## config.mk

```make
export PLATFORM = sky130hd
export DESIGN_NAME = uart_receiver
export DESIGN_NICKNAME = d
export VERILOG_FILES = /design/src/rtl/uart_pkg.sv /design/src/rtl/uart_parity.sv /design/src/rtl/uart_rx_sampler.sv /design/src/rtl/uart_receiver.sv
export SDC_FILE = /design/constraint.sdc
export NUM_CORES = 1
export LEC_CHECK = 0
export BUFFER_PORTS_ARGS = -buffer_cell sky130_fd_sc_hd__clkbuf_2
export CORE_ASPECT_RATIO = 0.75
export CORE_MARGIN = 2
export CORE_UTILIZATION = 55
export CTS_CLUSTER_DIAMETER = 150
export DETAILED_ROUTE_END_ITERATION = 8
export GPL_TIMING_DRIVEN = 1
export PLACE_DENSITY = 0.75
export SLEW_MARGIN = 20
export SYNTH_ARGS = -nofsm -noshare
export SYNTH_HDL_FRONTEND = slang
export SYNTH_SLANG_ARGS = --single-unit
export TNS_END_PERCENT = 30
```

## constraint.sdc

```tcl
create_clock -name clk -period 2.4 [get_ports clk]
set_input_delay 0.36 -clock clk [delete_from_list [all_inputs] [get_ports clk]]
set_output_delay 0.36 -clock clk [all_outputs]
set_load 0.02 [all_outputs]
```

## src/rtl/uart_pkg.sv

```systemverilog
// Shared UART types and helpers.
// Contents:
//   rx_state_e      - receive FSM state encoding
//   DATA_BITS_*     - data_bit_num encodings (00=5 .. 11=8 data bits)
//   PARITY_EVEN/ODD - parity_type encodings
//   data_bit_count  - maps a data_bit_num code to its number of data bits
package uart_pkg;

    typedef enum logic [2:0] {
        IDLE   = 3'd0,
        START  = 3'd1,
        DATA   = 3'd2,
        PARITY = 3'd3,
        STOP   = 3'd4
    } rx_state_e;

    localparam logic [1:0] DATA_BITS_5 = 2'b00;
    localparam logic [1:0] DATA_BITS_6 = 2'b01;
    localparam logic [1:0] DATA_BITS_7 = 2'b10;
    localparam logic [1:0] DATA_BITS_8 = 2'b11;

    localparam logic PARITY_EVEN = 1'b0;
    localparam logic PARITY_ODD  = 1'b1;

    function automatic logic [3:0] data_bit_count(input logic [1:0] data_bit_num);
        return 4'd5 + {2'b00, data_bit_num};
    endfunction

endpackage

```

## src/rtl/uart_parity.sv

```systemverilog
// Parity generator shared by the UART transmit and receive paths.
// Ports:
//   data        - byte to protect (unused MSBs must be zero)
//   parity_type - PARITY_EVEN or PARITY_ODD
//   parity_bit  - bit that makes the total ones count even/odd
module uart_parity
    import uart_pkg::*;
(
    input  logic [7:0] data,
    input  logic       parity_type,
    output logic       parity_bit
);

    assign parity_bit = (^data) ^ (parity_type == PARITY_ODD);

endmodule

```

## src/rtl/uart_rx_sampler.sv

```systemverilog
// Receive-side line conditioning: synchronizes rx into the clk domain and
// counts baud ticks modulo OVERSAMPLE.
// Ports:
//   clk, reset - clock, asynchronous active-high reset
//   rx_i       - raw serial line (asynchronous)
//   tick_i     - OVERSAMPLE x baud tick
//   cnt_clr    - clears the tick counter (has priority over tick_i)
//   rx_sync    - synchronized line level
//   mid_bit    - tick on which the counter reads OVERSAMPLE/2-1
//   bit_end    - tick on which the counter reads OVERSAMPLE-1
module uart_rx_sampler #(
    parameter int OVERSAMPLE  = 16,
    parameter int SYNC_STAGES = 2
) (
    input  logic clk,
    input  logic reset,
    input  logic rx_i,
    input  logic tick_i,
    input  logic cnt_clr,
    output logic rx_sync,
    output logic mid_bit,
    output logic bit_end
);

    localparam int CW = $clog2(OVERSAMPLE);
    localparam logic [CW-1:0] MID_CNT = CW'(OVERSAMPLE / 2 - 1);
    localparam logic [CW-1:0] END_CNT = CW'(OVERSAMPLE - 1);

    logic [SYNC_STAGES-1:0] sync_q;
    logic [CW-1:0]          tick_cnt;

    // Sync flops reset to the idle (high) line level so reset release is
    // never mistaken for a start bit.
    always_ff @(posedge clk or posedge reset) begin
        if (reset) begin
            sync_q   <= '1;
            tick_cnt <= '0;
        end else begin
            sync_q <= {sync_q[SYNC_STAGES-2:0], rx_i};
            if (cnt_clr)
                tick_cnt <= '0;
            else if (tick_i)
                tick_cnt <= tick_cnt + CW'(1);
        end
    end

    assign rx_sync = sync_q[SYNC_STAGES-1];
    assign mid_bit = tick_i && (tick_cnt == MID_CNT);
    assign bit_end = tick_i && (tick_cnt == END_CNT);

endmodule

```

## src/rtl/uart_receiver.sv

```systemverilog
// UART receive path: start-bit detection, mid-bit sampling of data, parity
// and stop bits, and delivery of the byte to the host via data_valid_o/rd_i.
// Ports:
//   clk, reset        - clock, asynchronous active-high reset
//   rx_i, tick_i      - serial line and OVERSAMPLE x baud tick
//   rx_en_i           - receiver enable; low aborts any frame in progress
//   data_bit_num_i, parity_en_i, parity_type_i, stop_bit_num_i - frame format,
//                       captured while idle
//   rd_i              - host read strobe, clears data_valid_o/overrun_err_o
//   data_o, data_valid_o, rx_done_o - received byte, unread flag, frame pulse
//   parity_err_o, frame_err_o, overrun_err_o - error status
//   rts_no            - active-low ready-to-send (low when the buffer is free)
//   state_dbg         - current FSM state (rx_state_e encoding)
// Host handshake: data_valid_o rises the clk after the final stop sample and
// stays high until a rd_i strobe; a frame completing while it is still high
// overwrites data_o and sets overrun_err_o, unless rd_i lands on that same clk.
module uart_receiver
    import uart_pkg::*;
#(
    parameter int OVERSAMPLE  = 16,
    parameter int SYNC_STAGES = 2
) (
    input  logic       clk,
    input  logic       reset,
    input  logic       rx_i,
    input  logic       tick_i,
    input  logic       rx_en_i,
    input  logic [1:0] data_bit_num_i,
    input  logic       parity_en_i,
    input  logic       parity_type_i,
    input  logic       stop_bit_num_i,
    input  logic       rd_i,
    output logic [7:0] data_o,
    output logic       data_valid_o,
    output logic       rx_done_o,
    output logic       parity_err_o,
    output logic       frame_err_o,
    output logic       overrun_err_o,
    output logic       rts_no,
    output logic [2:0] state_dbg
);

    rx_state_e  state, state_n;
    logic       rx_s, mid_bit, bit_end, cnt_clr;
    logic [1:0] cfg_dbn;
    logic       cfg_par_en, cfg_par_type, cfg_stop2;
    logic [3:0] bit_idx;
    logic       stop_idx;
    logic [7:0] shreg;
    logic       par_err_acc, frame_err_acc, exp_par;
    logic       sample_data, sample_par, sample_stop, frame_done;
    logic       data_valid;

    uart_rx_sampler #(
        .OVERSAMPLE (OVERSAMPLE),
        .SYNC_STAGES(SYNC_STAGES)
    ) u_sampler (
        .clk    (clk),
        .reset  (reset),
        .rx_i   (rx_i),
        .tick_i (tick_i),
        .cnt_clr(cnt_clr),
        .rx_sync(rx_s),
        .mid_bit(mid_bit),
        .bit_end(bit_end)
    );

    // shreg is zero-filled while idle, so unused MSBs never affect parity.
    uart_parity u_parity (
        .data       (shreg),
        .parity_type(cfg_par_type),
        .parity_bit (exp_par)
    );

    always_ff @(posedge clk or posedge reset) begin
        if (reset)
            state <= IDLE;
        else
            state <= state_n;
    end

    // The counter is held clear while idle and re-cleared at mid start bit,
    // so every later bit_end lands in the middle of a bit.
    always_comb begin
        state_n     = state;
        cnt_clr     = 1'b0;
        sample_data = 1'b0;
        sample_par  = 1'b0;
        sample_stop = 1'b0;
        frame_done  = 1'b0;
        if (!rx_en_i) begin
            state_n = IDLE;
            cnt_clr = 1'b1;
        end else begin
            case (state)
                IDLE: begin
                    cnt_clr = 1'b1;
                    if (tick_i && !rx_s)
                        state_n = START;
                end
                START: begin
                    if (mid_bit) begin
                        cnt_clr = 1'b1;
                        state_n = rx_s ? IDLE : DATA;
                    end
                end
                DATA: begin
                    if (bit_end) begin
                        sample_data = 1'b1;
                        if (bit_idx == data_bit_count(cfg_dbn) - 4'd1)
                            state_n = cfg_par_en ? PARITY : STOP;
                    end
                end
                PARITY: begin
                    if (bit_end) begin
                        sample_par = 1'b1;
                        state_n    = STOP;
                    end
                end
                STOP: begin
                    if (bit_end) begin
                        sample_stop = 1'b1;
                        if (stop_idx == cfg_stop2) begin
                            frame_done = 1'b1;
                            state_n    = IDLE;
                        end
                    end
                end
                default: state_n = IDLE;
            endcase
        end
    end

    always_ff @(posedge clk or posedge reset) begin
        if (reset) begin
            cfg_dbn       <= 2'b00;
            cfg_par_en    <= 1'b0;
            cfg_par_type  <= 1'b0;
            cfg_stop2     <= 1'b0;
            bit_idx       <= 4'd0;
            stop_idx      <= 1'b0;
            shreg         <= 8'h00;
            par_err_acc   <= 1'b0;
            frame_err_acc <= 1'b0;
            data_o        <= 8'h00;
            data_valid    <= 1'b0;
            rx_done_o     <= 1'b0;
            parity_err_o  <= 1'b0;
            frame_err_o   <= 1'b0;
            overrun_err_o <= 1'b0;
        end else begin
            // Format is captured only while idle so a frame keeps one format.
            if (state == IDLE) begin
                cfg_dbn       <= data_bit_num_i;
                cfg_par_en    <= parity_en_i;
                cfg_par_type  <= parity_type_i;
                cfg_stop2     <= stop_bit_num_i;
                bit_idx       <= 4'd0;
                stop_idx      <= 1'b0;
                shreg         <= 8'h00;
                par_err_acc   <= 1'b0;
                frame_err_acc <= 1'b0;
            end
            if (sample_data) begin
                shreg[bit_idx[2:0]] <= rx_s;
                bit_idx             <= bit_idx + 4'd1;
            end
            if (sample_par)
                par_err_acc <= (rx_s != exp_par);
            if (sample_stop) begin
                frame_err_acc <= frame_err_acc | ~rx_s;
                stop_idx      <= 1'b1;
            end

            rx_done_o <= frame_done;
            if (frame_done) begin
                data_o       <= shreg;
                parity_err_o <= par_err_acc;
                // Include the final stop sample taken on this same clk.
                frame_err_o  <= frame_err_acc | ~rx_s;
            end

            if (frame_done)
                data_valid <= 1'b1;
            else if (rd_i)
                data_valid <= 1'b0;

            // A read on the completion clk consumes the old byte: no overrun.
            if (rd_i)
                overrun_err_o <= 1'b0;
            else if (frame_done && data_valid)
                overrun_err_o <= 1'b1;
        end
    end

    assign data_valid_o = data_valid;
    assign rts_no       = data_valid;
    assign state_dbg    = state;

endmodule

```

# Yosys cells after proc, flatten, opt, wreduce, memory -nomap -nowiden
# Index checks and enable logic that the tools add are counted.
word_totals:
  ff_bits: 42
  latchBits: 0
  mem_bits_rw: 0
  romBits: 0
  inputBits: 11
  out_inout_bits: 17
  elab_cells: 100
  memories: 0
op_classes:
  add_sub_neg: 4
  mul: 0
  n_div: 0
  n_lt_le_gt_ge: 2
  eq_ne: 16
  shifts: 0
  n_mux: 42
  bitwise_logic: 3
  n_reduce_logical: 15
op_table:
  columns: ["cell", "count"]
  rows:
  - ["$mux 3", 9]
  - ["$mux 1", 22]
  - ["$ne 3x3->1 const B", 7]
  - ["$mux 4", 4]
  - ["$mux 8", 2]
  - ["$pmux 3 s5", 1]
  - ["$reduce_bool 2->1", 6]
  - ["$add 4x1->4 const B", 2]
  - ["$bwmux 8", 1]
  - ["$reduce_xor 8->1", 1]
  - ["$reduce_and 7->1", 1]
  - ["$eq 3x2->1 const B", 2]
  - ["$logic_and 1x1->1", 5]
  - ["$add 3x2->4 const A", 1]
  - ["$eq 4x3->1 const B", 1]
  - ["$eq 4x4->1", 1]
  - ["$eq 4x4->1 const B", 1]
  - ["$lt 3x4->1 const B", 1]
  - ["$sub 4x1->4 const B", 1]
  - ["$demux 1 s3", 1]
  - ["$eq 3x1->1 const B", 1]
  - ["$eq 3x3->1 const B", 1]
  - ["$ge 3x1->1 const B", 1]
  - ["$logic_not 3->1", 1]
  - ["other kinds (8)", 8]

# Depth between registers and ports, before layout
# Gate-level depths: netlist of the first run.
logic_depth:
  ltp_word: 8
  mapped_depth: 7
  ltp_nobuf: 6

# By module
# A second synthesis of the first run with hierarchy kept.
unflattened:
  cells_unflattened: 189
  area_unflattened_um2: 2057.0
modules_own_cells:
  columns: ["mod", "n_inst", "cells_each", "area_per_inst_um2", "seq_area_each_um2"]
  rows:
  - ["uart_receiver", 1, 158, 1707.9, 900.9]
  - ["uart_rx_sampler", 1, 24, 266.5, 152.6]
  - ["uart_parity", 1, 7, 82.6, 0.0]

# Least setup slack after synthesis of the first run
# No wires, ideal clock.
synth_timing:
  path_type: "flip-flop to flip-flop"
  start: "register u_sampler.tick_cnt[0]"
  end: "register data_o[1]"
  setup_ps: 127
  arrival_time_ps: 1774
  t_required_ps: 2273
  setup_slack_ps: 499
  stages_incl_launch_ff: 7
  n_path_buf: 1
  synth_period_minus_slack_ps: 1901
  path_cell_list: "dfrtp_1 ha_1 nand4_4 or4b_1 buf_6 inv_6 mux2_1"
synth_between:
  elab_chain_cells: 5
synth_rtl:
  columns: ["element", "line", "rtl"]
  rows:
  - ["start: declaration", "uart_rx_sampler.sv:30", "logic [CW-1:0] tick_cnt;"]
  - ["start signal: assignment", "uart_rx_sampler.sv:43", "tick_cnt <= tick_cnt + CW'(1);"]
  - ["$eq 4x4->1", "uart_rx_sampler.sv:49", "assign bit_end = tick_i && (tick_cnt == END_CNT);"]
  - ["$logic_and 1x1->1", "uart_rx_sampler.sv:49", null]
  - ["$mux 1", "uart_receiver.sv:121", "if (bit_end) begin"]
  - ["$mux 1", "uart_receiver.sv:95", "case (state)"]
  - ["$mux 1", "uart_receiver.sv:91", "if (!rx_en_i) begin"]
  - ["via frame_done", "uart_receiver.sv:51", "logic sample_data, sample_par, sample_stop, frame_done;"]
  - ["end signal: assignment", "uart_receiver.sv:177", "data_o <= shreg;"]
  - ["end: declaration", "uart_receiver.sv:33", "output logic [7:0] data_o,"]
# The timed path passes the listed nets, and every way through them passes these cells.
# A chain may end at the register's enable or synchronous reset.

# Worst setup path after layout of the first run
layout_timing:
  start: "register u_sampler.tick_cnt[0]"
  end: "register data_o[2]"
# Same word-level chain as after synthesis.

==> out/qor.log, run 1 <==
qor: synthesis.synth_warnings 0
qor: floorplanning.die-area 0.004386 sq mm
qor: floorplanning.fp.dieH 57.86 um
qor: sta.fmaxAchievable 0.4444 GHz
qor: detailed_routing.wire_per_inst 16.26 um
qor: layout.n_antenna_cell 0
qor: setup_path.worst-r2r-setup-slack 0.15 ns
qor: setup_path.timing.setup.critical_path_class reg -> reg
qor: placement.placedCellCount 264
qor: layout.multiInputGateArea 960.9 sq um
qor: sta.timing.final.hold_violations 0
qor: setup_path.r2r_end data_o[2]$_DFFE_PP0P_
qor: layout.num-fill-cells 295
qor: layout.finish.cell_count_without_fillers 272
qor: setup_path.cp.arrival 2.42 ns
qor: clocking.clock_tree.root_cell clkbuf_8
qor: min_path.timing.hold.worst_path_depth 1
qor: clocking.cts_setup_buffers 0
qor: detailed_routing.detail_route.drc_violations 0
qor: clocking.clock_insertion_delay_worst_skew 0.29 ns
qor: clocking.clk_pin_slew 0.08 ns
qor: clocking.cts_sinks 42
qor: sta.setup_violations 0
qor: sta.timing_max_transition_violations_final 0
qor: sta.finalSetupTns 0 ns
qor: setup_path.reg2reg_from u_sampler.tick_cnt[0]$_DFFE_PP0P_
qor: power_and_ir_drop.power.leakage 1.181 nW
qor: min_path.min_path_type in -> reg
qor: detailed_routing.routed_via_density 5.596
qor: setup_path.timing.critical_path.from u_sampler.tick_cnt[0]$_DFFE_PP0P_
qor: global_routing.grt_antenna_before_repair 0
qor: sta.layout_worst_path_cycle_share 0.9377
qor: synthesis.ys_seq_area_frac 0.4953
qor: global_routing.overflow 0
qor: min_path.hold_path_end u_sampler.sync_q[0]$_DFF_PP1_
qor: setup_path.crit_fanout 9
qor: placement.final_weighted_congestion_of_routability_driven_global_placement 0.8955
qor: detailed_routing.routed_wirelength 4424 um
qor: sta.skew 0.004408 ns
qor: global_routing.grt.met3_usage 0.06087
qor: power_and_ir_drop.total_power 1.332 mW
qor: job.drv_cap 0
qor: outcome.status finished, final reports clean
qor: sta.rsz0062_at_grt false
qor: global_routing.grt_most_used_layer met2
qor: setup_path.critPathRequiredTime 2.57 ns
qor: clocking.clk_path_buf_depth 2
qor: sta.max_slew.worst_pin.slew 0.5198 ns
qor: global_routing.number_of_global_route_vias_before_repair 1486
qor: clocking.cts-buffers-inserted 5
qor: synthesis.flip_flop_and_latch_count_after_synthesis 42
qor: detailed_routing.drt-pass1-iter-count 4
qor: synthesis.synth_area 0.002127 sq mm
qor: global_routing.first_pass_grt_wire_length 7148 um
qor: placement.hpwlAfterDp 3271 um
qor: setup_path.r2r.worst_path.cells 5
qor: power_and_ir_drop.power-per-cell-area 559.8 mW/mm^2
qor: synthesis.synthDominantCellAreaShare 0.4706
qor: setup_path.worst_setup_path_end_kind flip-flop
qor: layout.layout-drive-gt1-share 0.2818
qor: floorplanning.die_width 75.81 um
qor: synthesis.postSynthCellCount 190
qor: layout.area.sequential 0.001054 sq mm
qor: setup_path.worstSetupStartpointType flip-flop
qor: detailed_routing.dr_total_vias 1522
qor: global_routing.use_met2 0.3288
qor: min_path.min-delay-start rx_i
qor: clocking.clock_tree.htree_level_count 2
qor: global_routing.global_route_track_usage_on_met1 0.3142
qor: clocking.post_cts.resized_instances 0
qor: layout.most-common-layout-cells dfrtp_1, clkbuf_2, nor2_1, nand2_1, xnor2_1
qor: synthesis.synth_cell_types 43
qor: detailed_routing.remaining_antenna_violation_count_after_routing 0
qor: detailed_routing.number_of_violations_reported_at_the_end_of_detailed_routing_iteration_0 67
qor: clocking.holdBufCountCts 0
qor: layout.finalNetCount 232
qor: placement.port-buffer-count 27
qor: sta.final.min_clock_period 2.250 ns
qor: power_and_ir_drop.worst_ir_drop_vdd 0.0004557 V
qor: layout.layout.cells.most_common dfrtp_1
qor: floorplanning.top_level_ports 28
qor: sta.slew-limit-headroom 0.6535
qor: synthesis.synth_nets 203
qor: global_routing.global_route.usage.total 0.2230
qor: synthesis.synthTopCellsByArea dfrtp_1, mux2i_1, xnor2_1
qor: floorplanning.core 0.003685 sq mm
qor: synthesis.synth_area_per_cell 11.19 sq um
qor: global_routing.grt_start_max_net_pins 43
qor: layout.areaGrowthSynthToFinish 11.88%
qor: synthesis.post-synth-top-area-cell dfrtp_1
qor: floorplanning.starting_utilization_of_the_core_area 0.5772
qor: floorplanning.number_of_placement_rows 19
qor: sta.final.hold.worst_slack 0.1401 ns
qor: clocking.tritoncts yes
-- logic make-up after synthesis --
logic type,Yosys count,share of synthesized area
AO/OA/AOI/OAI,23,0.07059
XOR/XNOR,15,0.06177
adder cells (fa/ha/maj),2,0.01176
buffers and inverters,19,0.05294
flip-flops,42,0.4953
multiplexers,26,0.1400
AND/OR/NAND/NOR,63,0.1676
-- synth_stat cells, drive strengths merged --
master   n
a211o    1
a21oi    7
a22oi    2
a31oi    1
a41o     1
and4b    1
buf     10
clkinv   1
dfrtp   40
dfstp    2
ha       2
inv      8
mux2    15
mux2i   11
nand2   17
nand2b   9
nand3    3
nand4    2
nor2    20
nor2b    2
nor3     3
nor3b    1
nor4     2
o211ai   1
o21ai    5
o22ai    1
o31ai    2
o41ai    2
or2      2
or4b     1
xnor2   12
xor2     3
-- flip-flops by register name, summed over array words and instances (netlist names), 2 cells and up --
signal	cells
data_o	8
shreg	8
bit_idx	4
u_sampler.tick_cnt	4
state_dbg	3
cfg_dbn	2
u_sampler.sync_q	2
-- layer usage --
metal | vias up | share of wire
met5 | - | 0
met4 | 0 | 0.020
met3 | 10 | 0.069
met2 | 60 | 0.47
met1 | 750 | 0.44
li1 | 702 | -
-- layout make-up --
type | count | share of cell area
repair buffers | 32 | 0.07256
inverters | 9 | 0.01735
clock inverters | 2 | 0.005783
multi-input cells | 129 | 0.4038
flip-flops and latches | 42 | 0.4427
clock buffers | 6 | 0.03049
well taps | 52 | 0.02734
-- per-stage QoR --
step / util / setup WS [ns] / cell area, sq um
finish: 0.6458 / 0.1496 / 2380
global route: 0.6458 / 0.04686 / 2380
CTS: 0.6458 / 0.1432 / 2380
detailed placement: 0.6224 / 0.1588 / 2293
global placement: 0.6224 / 0.2781 / 2293
floorplan: - / 0.4986 / 2127
-- power breakdown --
group / switching [mW] / leakage, nW / internal, mW
registers: 0.0148 / 0.568 / 0.726
clock network: 0.238 / 0.0452 / 0.205
logic: 0.0871 / 0.568 / 0.0612
-- worst max-delay path, cell delays in order, from the launching register on --
cell	delay (ns)
dfrtp_1	0.39
ha_1	0.24
nand4_4	0.14
or4b_1	0.80
inv_6	0.19
mux2_1	0.36
-- how the worst max path moves through the flow --
stage	end	slack (ns)
floorplan	data_o[1]$_DFFE_PP0P_	0.50
global placement	data_o[0]$_DFFE_PP0P_	0.28
detailed placement	data_o[2]$_DFFE_PP0P_	0.16
CTS	data_o[2]$_DFFE_PP0P_	0.14
global route	data_o[2]$_DFFE_PP0P_	0.05
finish	data_o[2]$_DFFE_PP0P_	0.15
No activity file was read; power rests on OpenSTA's default activity.
==> run 2, diff against run 1 <==
SYNTH_HIERARCHICAL = 1   (was unset)
==> out/qor.log, run 2 <==
qor: setup_path.critPathSlowestCell o31ai_1 [was or4b_1]
qor: setup_path.timing.setup.critical_path_class reg -> reg [unchanged]
qor: clocking.cts_setup_buffers 0 [unchanged]
qor: sta.finalSetupTns 0 ns [unchanged]
qor: sta.slew-limit-headroom 0.4633 [was 0.6535]
qor: synthesis.synthTopCellsByArea dfrtp_1, mux2i_1, nand2_1 [was dfrtp_1, mux2i_1, xnor2_1]
qor: setup_path.max_stage_delay_on_crit_path 0.46 ns [was 0.80 ns]
qor: sta.fmaxAchievable 0.5109 GHz [was 0.4444 GHz]
qor: floorplanning.die-area 0.004250 sq mm [was 0.004386 sq mm]
qor: clocking.clock_tree.htree_level_count 2 [unchanged]
qor: layout.utilization 0.6472 [was 0.6458]
qor: layout.layout.cells.most_common dfrtp_1 [unchanged]
qor: global_routing.number_of_global_route_vias_before_repair 1371 [was 1486]
qor: synthesis.netlist_top_cells_count dfrtp_1, nand2_1, mux2i_1 [was dfrtp_1, nor2_1, nand2_1]
qor: power_and_ir_drop.power-per-cell-area 680.8 mW/mm^2 [was 559.8 mW/mm^2]
qor: synthesis.synthAdderAreaFrac 0.01217 [was 0.01176]
qor: layout.finalNetCount 231 [was 232]
qor: detailed_routing.routed_wirelength 3921 um [was 4424 um]
qor: synthesis.synth_cell_types 46 [was 43]
qor: placement.final_weighted_congestion_of_routability_driven_global_placement 0.8443 [was 0.8955]
qor: synthesis.post-synth-top-area-cell dfrtp_1 [unchanged]
qor: synthesis.synth_edf_count 0 [unchanged]
qor: clocking.clk_path_buf_depth 2 [unchanged]
qor: layout.most-common-layout-cells dfrtp_1, nand2_1, clkbuf_2, mux2i_1, nor2_1 [was dfrtp_1, clkbuf_2, nor2_1, nand2_1, xnor2_1]
qor: detailed_routing.wire_per_inst 14.47 um [was 16.26 um]
qor: clocking.tritoncts yes [unchanged]
qor: synthesis.area_fraction_in_and_or_nand_and_nor_cells_after_synthesis 0.1776 [was 0.1676]
qor: setup_path.cpMostUsedCell nor2_1
qor: floorplanning.number_of_placement_rows 19 [unchanged]
qor: synthesis.synth_warnings 6 [was 0]
qor: placement.port-buffer-count 27 [unchanged]
qor: clocking.holdBufCountCts 1 [was 0]
qor: synthesis.synth.mux.area_fraction 0.1290 [was 0.1400]
qor: synthesis.synth_area_per_cell 10.88 sq um [was 11.19 sq um]
qor: floorplanning.top_level_ports 28 [unchanged]
qor: global_routing.grt_start_max_net_pins 37 [was 43]
qor: layout.final_area 0.002338 sq mm [was 0.002380 sq mm]
qor: sta.final.min_clock_period 1.957 ns [was 2.250 ns]
qor: synthesis.synth_nets 202 [was 203]
qor: floorplanning.starting_utilization_of_the_core_area 0.5693 [was 0.5772]
qor: layout.finish.cell_count_without_fillers 271 [was 272]
qor: synthesis.flip_flop_and_latch_count_after_synthesis 42 [unchanged]
qor: global_routing.overflow 0 [unchanged]
qor: power_and_ir_drop.power.leakage 1.202 nW [was 1.181 nW]
qor: layout.num-fill-cells 307 [was 295]
qor: synthesis.synth-async-reset-ratio 1.000 [unchanged]
qor: detailed_routing.drt-pass1-iter-count 4 [unchanged]
qor: setup_path.critPathRequiredTime 2.56 ns [was 2.57 ns]
qor: floorplanning.fp.dieH 56.96 um [was 57.86 um]
qor: detailed_routing.dr_total_vias 1444 [was 1522]
qor: global_routing.grt_antenna_before_repair 0 [unchanged]
qor: sta.rsz0062_at_grt false [unchanged]
qor: sta.setup_violations 0 [unchanged]
qor: sta.timing_max_transition_violations_final 0 [unchanged]
qor: synthesis.xor_xnor_share_of_the_synthesized_area 0.06144 [was 0.06176]
qor: floorplanning.die_width 74.62 um [was 75.81 um]
qor: sta.timing.final.hold_violations 0 [unchanged]
qor: synthesis.synth_top_flop_cell dfrtp_1 [unchanged]
qor: setup_path.worst_setup_path_end_kind flip-flop [unchanged]
qor: global_routing.global_route.usage.total 0.2076 [was 0.2230]
qor: clocking.clk_pin_slew 0.07 ns [was 0.08 ns]
qor: sta.final.hold.worst_slack 0.1582 ns [was 0.1401 ns]
qor: synthesis.dominant_combinational_cell_family_by_area_after_synthesis simple AND/OR/NAND/NOR gates [unchanged]
qor: placement.hpwlAfterDp 2827 um [was 3271 um]
qor: sta.skew 0.01383 ns [was 0.004408 ns]
qor: outcome.status finished, final reports clean [unchanged]
qor: detailed_routing.detail_route.drc_violations 0 [unchanged]
qor: detailed_routing.routed_via_density 5.328 [was 5.596]
qor: setup_path.worstSetupStartpointType flip-flop [unchanged]
qor: setup_path.r2r.worst_path.cells 7 [was 5]
qor: min_path.timing.hold.worst_path_depth 1 [unchanged]
qor: setup_path.cells_along_the_critical_path ha_1, nand3_1, nor2_1, nor2_1, o31ai_1, nor2b_1, mux2_1 [was ha_1, nand4_4, or4b_1, inv_6, mux2_1]
qor: setup_path.crit_fanout 5 [was 9]
qor: detailed_routing.remaining_antenna_violation_count_after_routing 0 [unchanged]
qor: clocking.clock_insertion_delay_worst_skew 0.29 ns [about the same]
qor: synthesis.synthDominantCellAreaShare 0.4866 [was 0.4706]
qor: synthesis.synth-compound-area-share 0.06509 [was 0.07059]
qor: sta.layout_worst_path_cycle_share 0.8155 [was 0.9377]
qor: clocking.post_cts.resized_instances 0 [unchanged]
qor: detailed_routing.number_of_violations_reported_at_the_end_of_detailed_routing_iteration_0 68 [was 67]
qor: placement.detailedPlace.worstSlack 0.4718 ns [was 0.1588 ns]
qor: power_and_ir_drop.total_power 1.592 mW [was 1.332 mW]
qor: placement.placedCellCount 262 [was 264]
qor: synthesis.yosysMostFrequentCell dfrtp_1 [unchanged]
qor: synthesis.ys_seq_area_frac 0.5122 [was 0.4953]
qor: layout.areaGrowthSynthToFinish 13.69% [was 11.88%]
qor: power_and_ir_drop.worst_ir_drop_vdd 0.0004342 V [was 0.0004557 V]
qor: floorplanning.core 0.003613 sq mm [was 0.003685 sq mm]
qor: clocking.clock_tree.root_cell clkbuf_8 [unchanged]
qor: clocking.cts_sinks 42 [unchanged]
qor: layout.n_antenna_cell 0 [unchanged]
qor: job.drv_cap 0 [unchanged]
qor: layout.layout-drive-gt1-share 0.2603 [was 0.2818]
qor: placement.placement.cell_area 0.002237 sq mm [was 0.002293 sq mm]
qor: min_path.min_path_type in -> reg [unchanged]
qor: global_routing.first_pass_grt_wire_length 6651 um [was 7148 um]
qor: sta.max_slew.worst_pin.slew 0.7989 ns [was 0.5198 ns]
qor: setup_path.cp.arrival 2.12 ns [was 2.42 ns]
qor: synthesis.synth_area 0.002057 sq mm [was 0.002127 sq mm]
qor: synthesis.postSynthCellCount 189 [was 190]
qor: clocking.cts-buffers-inserted 5 [unchanged]
qor: layout.largest_registers data_o (8), shreg (8) [unchanged]
qor: sta.finalWorstSetupSlack 0.4428 ns [was 0.1496 ns]
-- run 2: final cells by class --
cell class	instances	area (sq um)	area share
flip-flops and latches	42	1054	0.4505
multi-input cells	127	915.9	0.3917
repair buffers	32	175.2	0.07491
clock buffers	7	86.33	0.03692
well taps	52	65.06	0.02782
inverters	10	37.54	0.01605
clock inverters	1	5.005	0.002140
-- run 2: path summary, 6_finish.rpt --
kind,to,start,slack (ns)
setup / recovery,u_sampler/tick_cnt[3]$_DFFE_PP0P_,u_sampler/tick_cnt[0]$_DFFE_PP0P_,0.44
hold / removal,u_sampler/sync_q[0]$_DFF_PP1_,rx_i,0.16
setup reg to reg,u_sampler/tick_cnt[3]$_DFFE_PP0P_,u_sampler/tick_cnt[0]$_DFFE_PP0P_,0.44
hold reg to reg,u_sampler/sync_q[1]$_DFF_PP1_,u_sampler/sync_q[0]$_DFF_PP1_,0.36
max in group asynchronous,cfg_dbn[1]$_DFFE_PP0P_,reset,1.37
min in group asynchronous,u_sampler/tick_cnt[3]$_DFFE_PP0P_,reset,0.52
-- run 2: cells by family after synthesis --
logic type,Yosys count
and+or+nand+nor,70
DFF,42
muxes,23
AOI/OAI and AO/OA,20
buffers and inverters,20
xor gates and xnor gates,12
adders and majority gates,2
-- run 2: per-layer routing --
layer,GRT usage,up-vias,wire length (um),share of wire
li1,-,702,-,-
met1,0.3165,700,1898,0.48
met2,0.2933,36,1816,0.46
met3,0.04770,6,161,0.041
met4,0.07143,0,45,0.011
met5,0,-,0,0
-- run 2: report_power, final --
part,switching [mW],total [mW],internal [mW]
combinational,0.207,0.318,0.111
sequential,0.0498,0.810,0.760
clock,0.232,0.464,0.232
-- run 2: critical path: cells and delay by family, from the launching register on --
kind                     cells  cell delay, ns
flip-flops                   1            0.40
AND/OR/NAND/NOR              4            0.46
multiplexers                 1            0.31
adder cells (fa/ha/maj)      1            0.21
AO/OA/AOI/OAI                1            0.46
==> run 3, diff against run 2 <==
ABC_AREA = 1   (was unset)
clock period = 1.98 ns   (was 2.4 ns; I/O delays follow)
==> out/qor.log, run 3 <==
qor: outcome.status finished, final reports clean [unchanged]
qor: placement.hpwlAfterDp 2996 um [was 2827 um]
qor: layout.layout-drive-gt1-share 0.1885 [was 0.2603]
qor: synthesis.post-synth-top-area-cell dfrtp_1 [unchanged]
qor: sta.finalWorstSetupSlack 0.2354 ns [was 0.4428 ns]
qor: sta.slew-limit-headroom 0.6976 [was 0.4633]
qor: synthesis.flip_flop_and_latch_count_after_synthesis 42 [unchanged]
qor: layout.most-common-layout-cells nand2_1, dfrtp_1, inv_1, clkbuf_2, nor2_1 [was dfrtp_1, nand2_1, clkbuf_2, mux2i_1, nor2_1]
qor: detailed_routing.routed_via_density 4.868 [was 5.328]
qor: detailed_routing.dr_total_vias 1777 [was 1444]
qor: detailed_routing.number_of_violations_reported_at_the_end_of_detailed_routing_iteration_0 86 [was 68]
qor: global_routing.first_pass_grt_wire_length 7217 um [was 6651 um]
qor: sta.timing_max_transition_violations_final 0 [unchanged]
qor: global_routing.global_route.usage.total 0.2111 [was 0.2076]
qor: synthesis.synth_warnings 6 [unchanged]
qor: placement.detailedPlace.worstSlack 0.2540 ns [was 0.4718 ns]
qor: setup_path.worst_setup_path_end_kind flip-flop [unchanged]
qor: synthesis.synth_nets 293 [was 202]
qor: power_and_ir_drop.worst_ir_drop_vdd 0.0006803 V [was 0.0004342 V]
qor: synthesis.synth_edf_count 0 [unchanged]
qor: floorplanning.fp.dieH 58.05 um [was 56.96 um]
qor: clocking.clk_pin_slew 0.08 ns [was 0.07 ns]
qor: synthesis.netlist_top_cells_count nand2_1, dfrtp_1, inv_1 [was dfrtp_1, nand2_1, mux2i_1]
qor: synthesis.ys_seq_area_frac 0.4918 [was 0.5122]
qor: job.drv_cap 0 [unchanged]
qor: sta.layout_worst_path_cycle_share 0.8811 [was 0.8155]
qor: setup_path.cp.arrival 1.93 ns [was 2.12 ns]
qor: synthesis.synth_area_per_cell 7.650 sq um [was 10.88 sq um]
qor: synthesis.yosysMostFrequentCell nand2_1 [was dfrtp_1]
qor: detailed_routing.drt-pass1-iter-count 4 [unchanged]
qor: setup_path.crit_buf_inv 2 [was 0]
qor: setup_path.crit_fanout 11 [was 5]
qor: power_and_ir_drop.power.leakage 1.285 nW [was 1.202 nW]
qor: detailed_routing.routed_wirelength 4033 um [was 3921 um]
qor: setup_path.cpLargestDelayFamily simple AND/OR/NAND/NOR gates [unchanged]
qor: synthesis.synth-async-reset-ratio 1.000 [unchanged]
qor: detailed_routing.detail_route.drc_violations 0 [unchanged]
qor: setup_path.timing.setup.critical_path_class reg -> reg [unchanged]
qor: clocking.cts-buffers-inserted 5 [unchanged]
qor: power_and_ir_drop.cell_internal_power 1.529 mW [was 1.103 mW]
qor: detailed_routing.remaining_antenna_violation_count_after_routing 0 [unchanged]
qor: layout.final_area 0.002441 sq mm [was 0.002338 sq mm]
qor: setup_path.critPathSlowestCell dfrtp_1 [was o31ai_1]
qor: power_and_ir_drop.netSwitchingPower 0.8588 mW [was 0.4892 mW]
qor: clocking.clock_insertion_delay_worst_skew 0.30 ns [was 0.29 ns]
qor: layout.finalNetCount 325 [was 231]
qor: clocking.cts_sinks 42 [unchanged]
qor: layout.n_antenna_cell 0 [unchanged]
qor: sta.finalSetupTns 0 ns [unchanged]
qor: floorplanning.top_level_ports 28 [unchanged]
qor: floorplanning.starting_utilization_of_the_core_area 0.5776 [was 0.5693]
qor: floorplanning.core 0.003709 sq mm [was 0.003613 sq mm]
qor: power_and_ir_drop.pwr-share-seq 0.434 [was 0.508]
qor: placement.placement.cell_area 0.002318 sq mm [was 0.002237 sq mm]
qor: power_and_ir_drop.power_switching_share 0.3596 [was 0.3073]
qor: clocking.cts_setup_buffers 0 [unchanged]
qor: clocking.clock_tree.htree_level_count 2 [unchanged]
qor: sta.rsz0062_at_grt false [unchanged]
qor: setup_path.max_stage_delay_on_crit_path 0.39 ns [was 0.46 ns]
qor: placement.final_weighted_congestion_of_routability_driven_global_placement 0.7982 [was 0.8443]
qor: sta.timing.final.hold_violations 0 [unchanged]
qor: sta.fmaxAchievable 0.5732 GHz [was 0.5109 GHz]
qor: sta.final.min_clock_period 1.745 ns [was 1.957 ns]
qor: global_routing.overflow 0 [unchanged]
qor: clocking.tritoncts yes [unchanged]
qor: clocking.clock_tree.root_cell clkbuf_8 [unchanged]
qor: power_and_ir_drop.comb_power_share 0.280 [was 0.200]
qor: clocking.clk_path_buf_depth 2 [unchanged]
qor: sta.skew 0.004206 ns [was 0.01383 ns]
qor: layout.areaGrowthSynthToFinish 13.96% [was 13.69%]
qor: power_and_ir_drop.power-per-cell-area 978.3 mW/mm^2 [was 680.8 mW/mm^2]
qor: synthesis.postSynthCellCount 280 [was 189]
qor: layout.utilization 0.6582 [was 0.6472]
qor: setup_path.worstSetupStartpointType flip-flop [unchanged]
qor: floorplanning.die_width 76.06 um [was 74.62 um]
qor: floorplanning.die-area 0.004415 sq mm [was 0.004250 sq mm]
qor: floorplanning.number_of_placement_rows 19 [unchanged]
qor: layout.largest_registers data_o (8), shreg (8) [unchanged]
qor: sta.setup_violations 0 [unchanged]
qor: global_routing.grt_start_max_net_pins 37 [unchanged]
qor: synthesis.synthDominantCellAreaShare 0.4673 [was 0.4866]
qor: layout.layout.cells.most_common nand2_1 [was dfrtp_1]
qor: min_path.min_path_type in -> reg [unchanged]
qor: synthesis.synth_cell_types 25 [was 46]
qor: global_routing.number_of_global_route_vias_before_repair 1608 [was 1371]
qor: synthesis.synth_area 0.002142 sq mm [was 0.002057 sq mm]
qor: sta.max_slew.worst_pin.slew 0.4535 ns [was 0.7989 ns]
qor: detailed_routing.wire_per_inst 11.05 um [was 14.47 um]
qor: setup_path.cpMostUsedCell nand2_1 [was nor2_1]
qor: power_and_ir_drop.clockPowerShare 0.286 [was 0.292]
qor: synthesis.synth_top_flop_cell dfrtp_1 [unchanged]
qor: setup_path.cells_along_the_critical_path ha_1, nand3_1, nor2_1, nand2_1, inv_1, nand2_1, nor2_2, inv_2, nand2_1, o21ai_0 [was ha_1, nand3_1, nor2_1, nor2_1, o31ai_1, nor2b_1, mux2_1]
qor: setup_path.critPathRequiredTime 2.17 ns [was 2.56 ns]
qor: synthesis.synthTopCellsByArea dfrtp_1, nand2_1, inv_1 [was dfrtp_1, mux2i_1, nand2_1]
qor: placement.port-buffer-count 27 [unchanged]
qor: global_routing.grt_antenna_before_repair 0 [unchanged]
## run 3: metrics by stage
step,power [mW],hold slack [ns],std cells
finish,2.388,0.06765,365
detailed placement,1.725,0.2103,356
floorplan,1.548,0.08651,280
global route,2.564,0.06065,365
global placement,1.713,0.2081,356
CTS,2.417,0.06179,365
## run 3: worst paths after layout
check	start	to	slack (ns)	cells after the start
worst max-delay path	u_sampler/tick_cnt[0]$_DFFE_PP0P_	frame_err_o$_DFFE_PP0P_	0.24	10
worst min-delay path	rx_i	u_sampler/sync_q[0]$_DFF_PP1_	0.07	1
worst max register to register	u_sampler/tick_cnt[0]$_DFFE_PP0P_	frame_err_o$_DFFE_PP0P_	0.24	10
worst min register to register	u_sampler/sync_q[0]$_DFF_PP1_	u_sampler/sync_q[1]$_DFF_PP1_	0.36	0
max in group asynchronous	reset	bit_idx[0]$_DFFE_PP0P_	1.02	4
min in group asynchronous	reset	u_sampler/tick_cnt[2]$_DFFE_PP0P_	0.44	3
## run 3: timing repair
action / in CTS / in global routing
hold endpoints to repair: 4 / 0
resized for setup: 0 / 0
hold buffers: 1 / 0
## run 3: kinds of logic after synthesis
kind of cell,Yosys count,synth area share
simple gates,166,0.3370
fa+ha+maj,2,0.01168
buf+inv,40,0.08119
compound gates,27,0.06601
flops,42,0.4918
xor+xnor,3,0.01227
## run 3: worst reg2reg max path, delay by kind of cell, from the launching register on
kind,cells,cell delay [ns]
and+or+nand+nor,6,0.73
adders and majority gates,1,0.18
AOI/OAI and AO/OA,1,0.07
buffers and inverters,2,0.27
DFF,1,0.39
## run 3: power by group through the flow
stage / combinational [mW] / clock [mW] / sequential, mW
2_1_floorplan: 0.498 / 0 / 1.05
3_3_place_gp: 0.663 / 0 / 1.05
3_5_place_dp: 0.672 / 0 / 1.05
4_1_cts: 0.675 / 0.705 / 1.04
5_1_grt: 0.771 / 0.738 / 1.05
6_report: 0.669 / 0.682 / 1.04
## run 3: cell type report
cell class	count	area (sq um)
fill	328	1267
sequential	42	1054
multi-input combinational	198	914.6
timing repair buffer	31	167.7
inverter	34	127.6
clock buffer	5	68.82
tap	52	65.06
clock inverter	3	43.79
## run 3: per-layer routing
layer	track usage	vias to the layer above	wire length, um
met3	0.04829	5	201
met2	0.3151	38	1686
li1	-	936	-
met5	0	-	0
met1	0.3034	798	2105
met4	0.08571	0	39
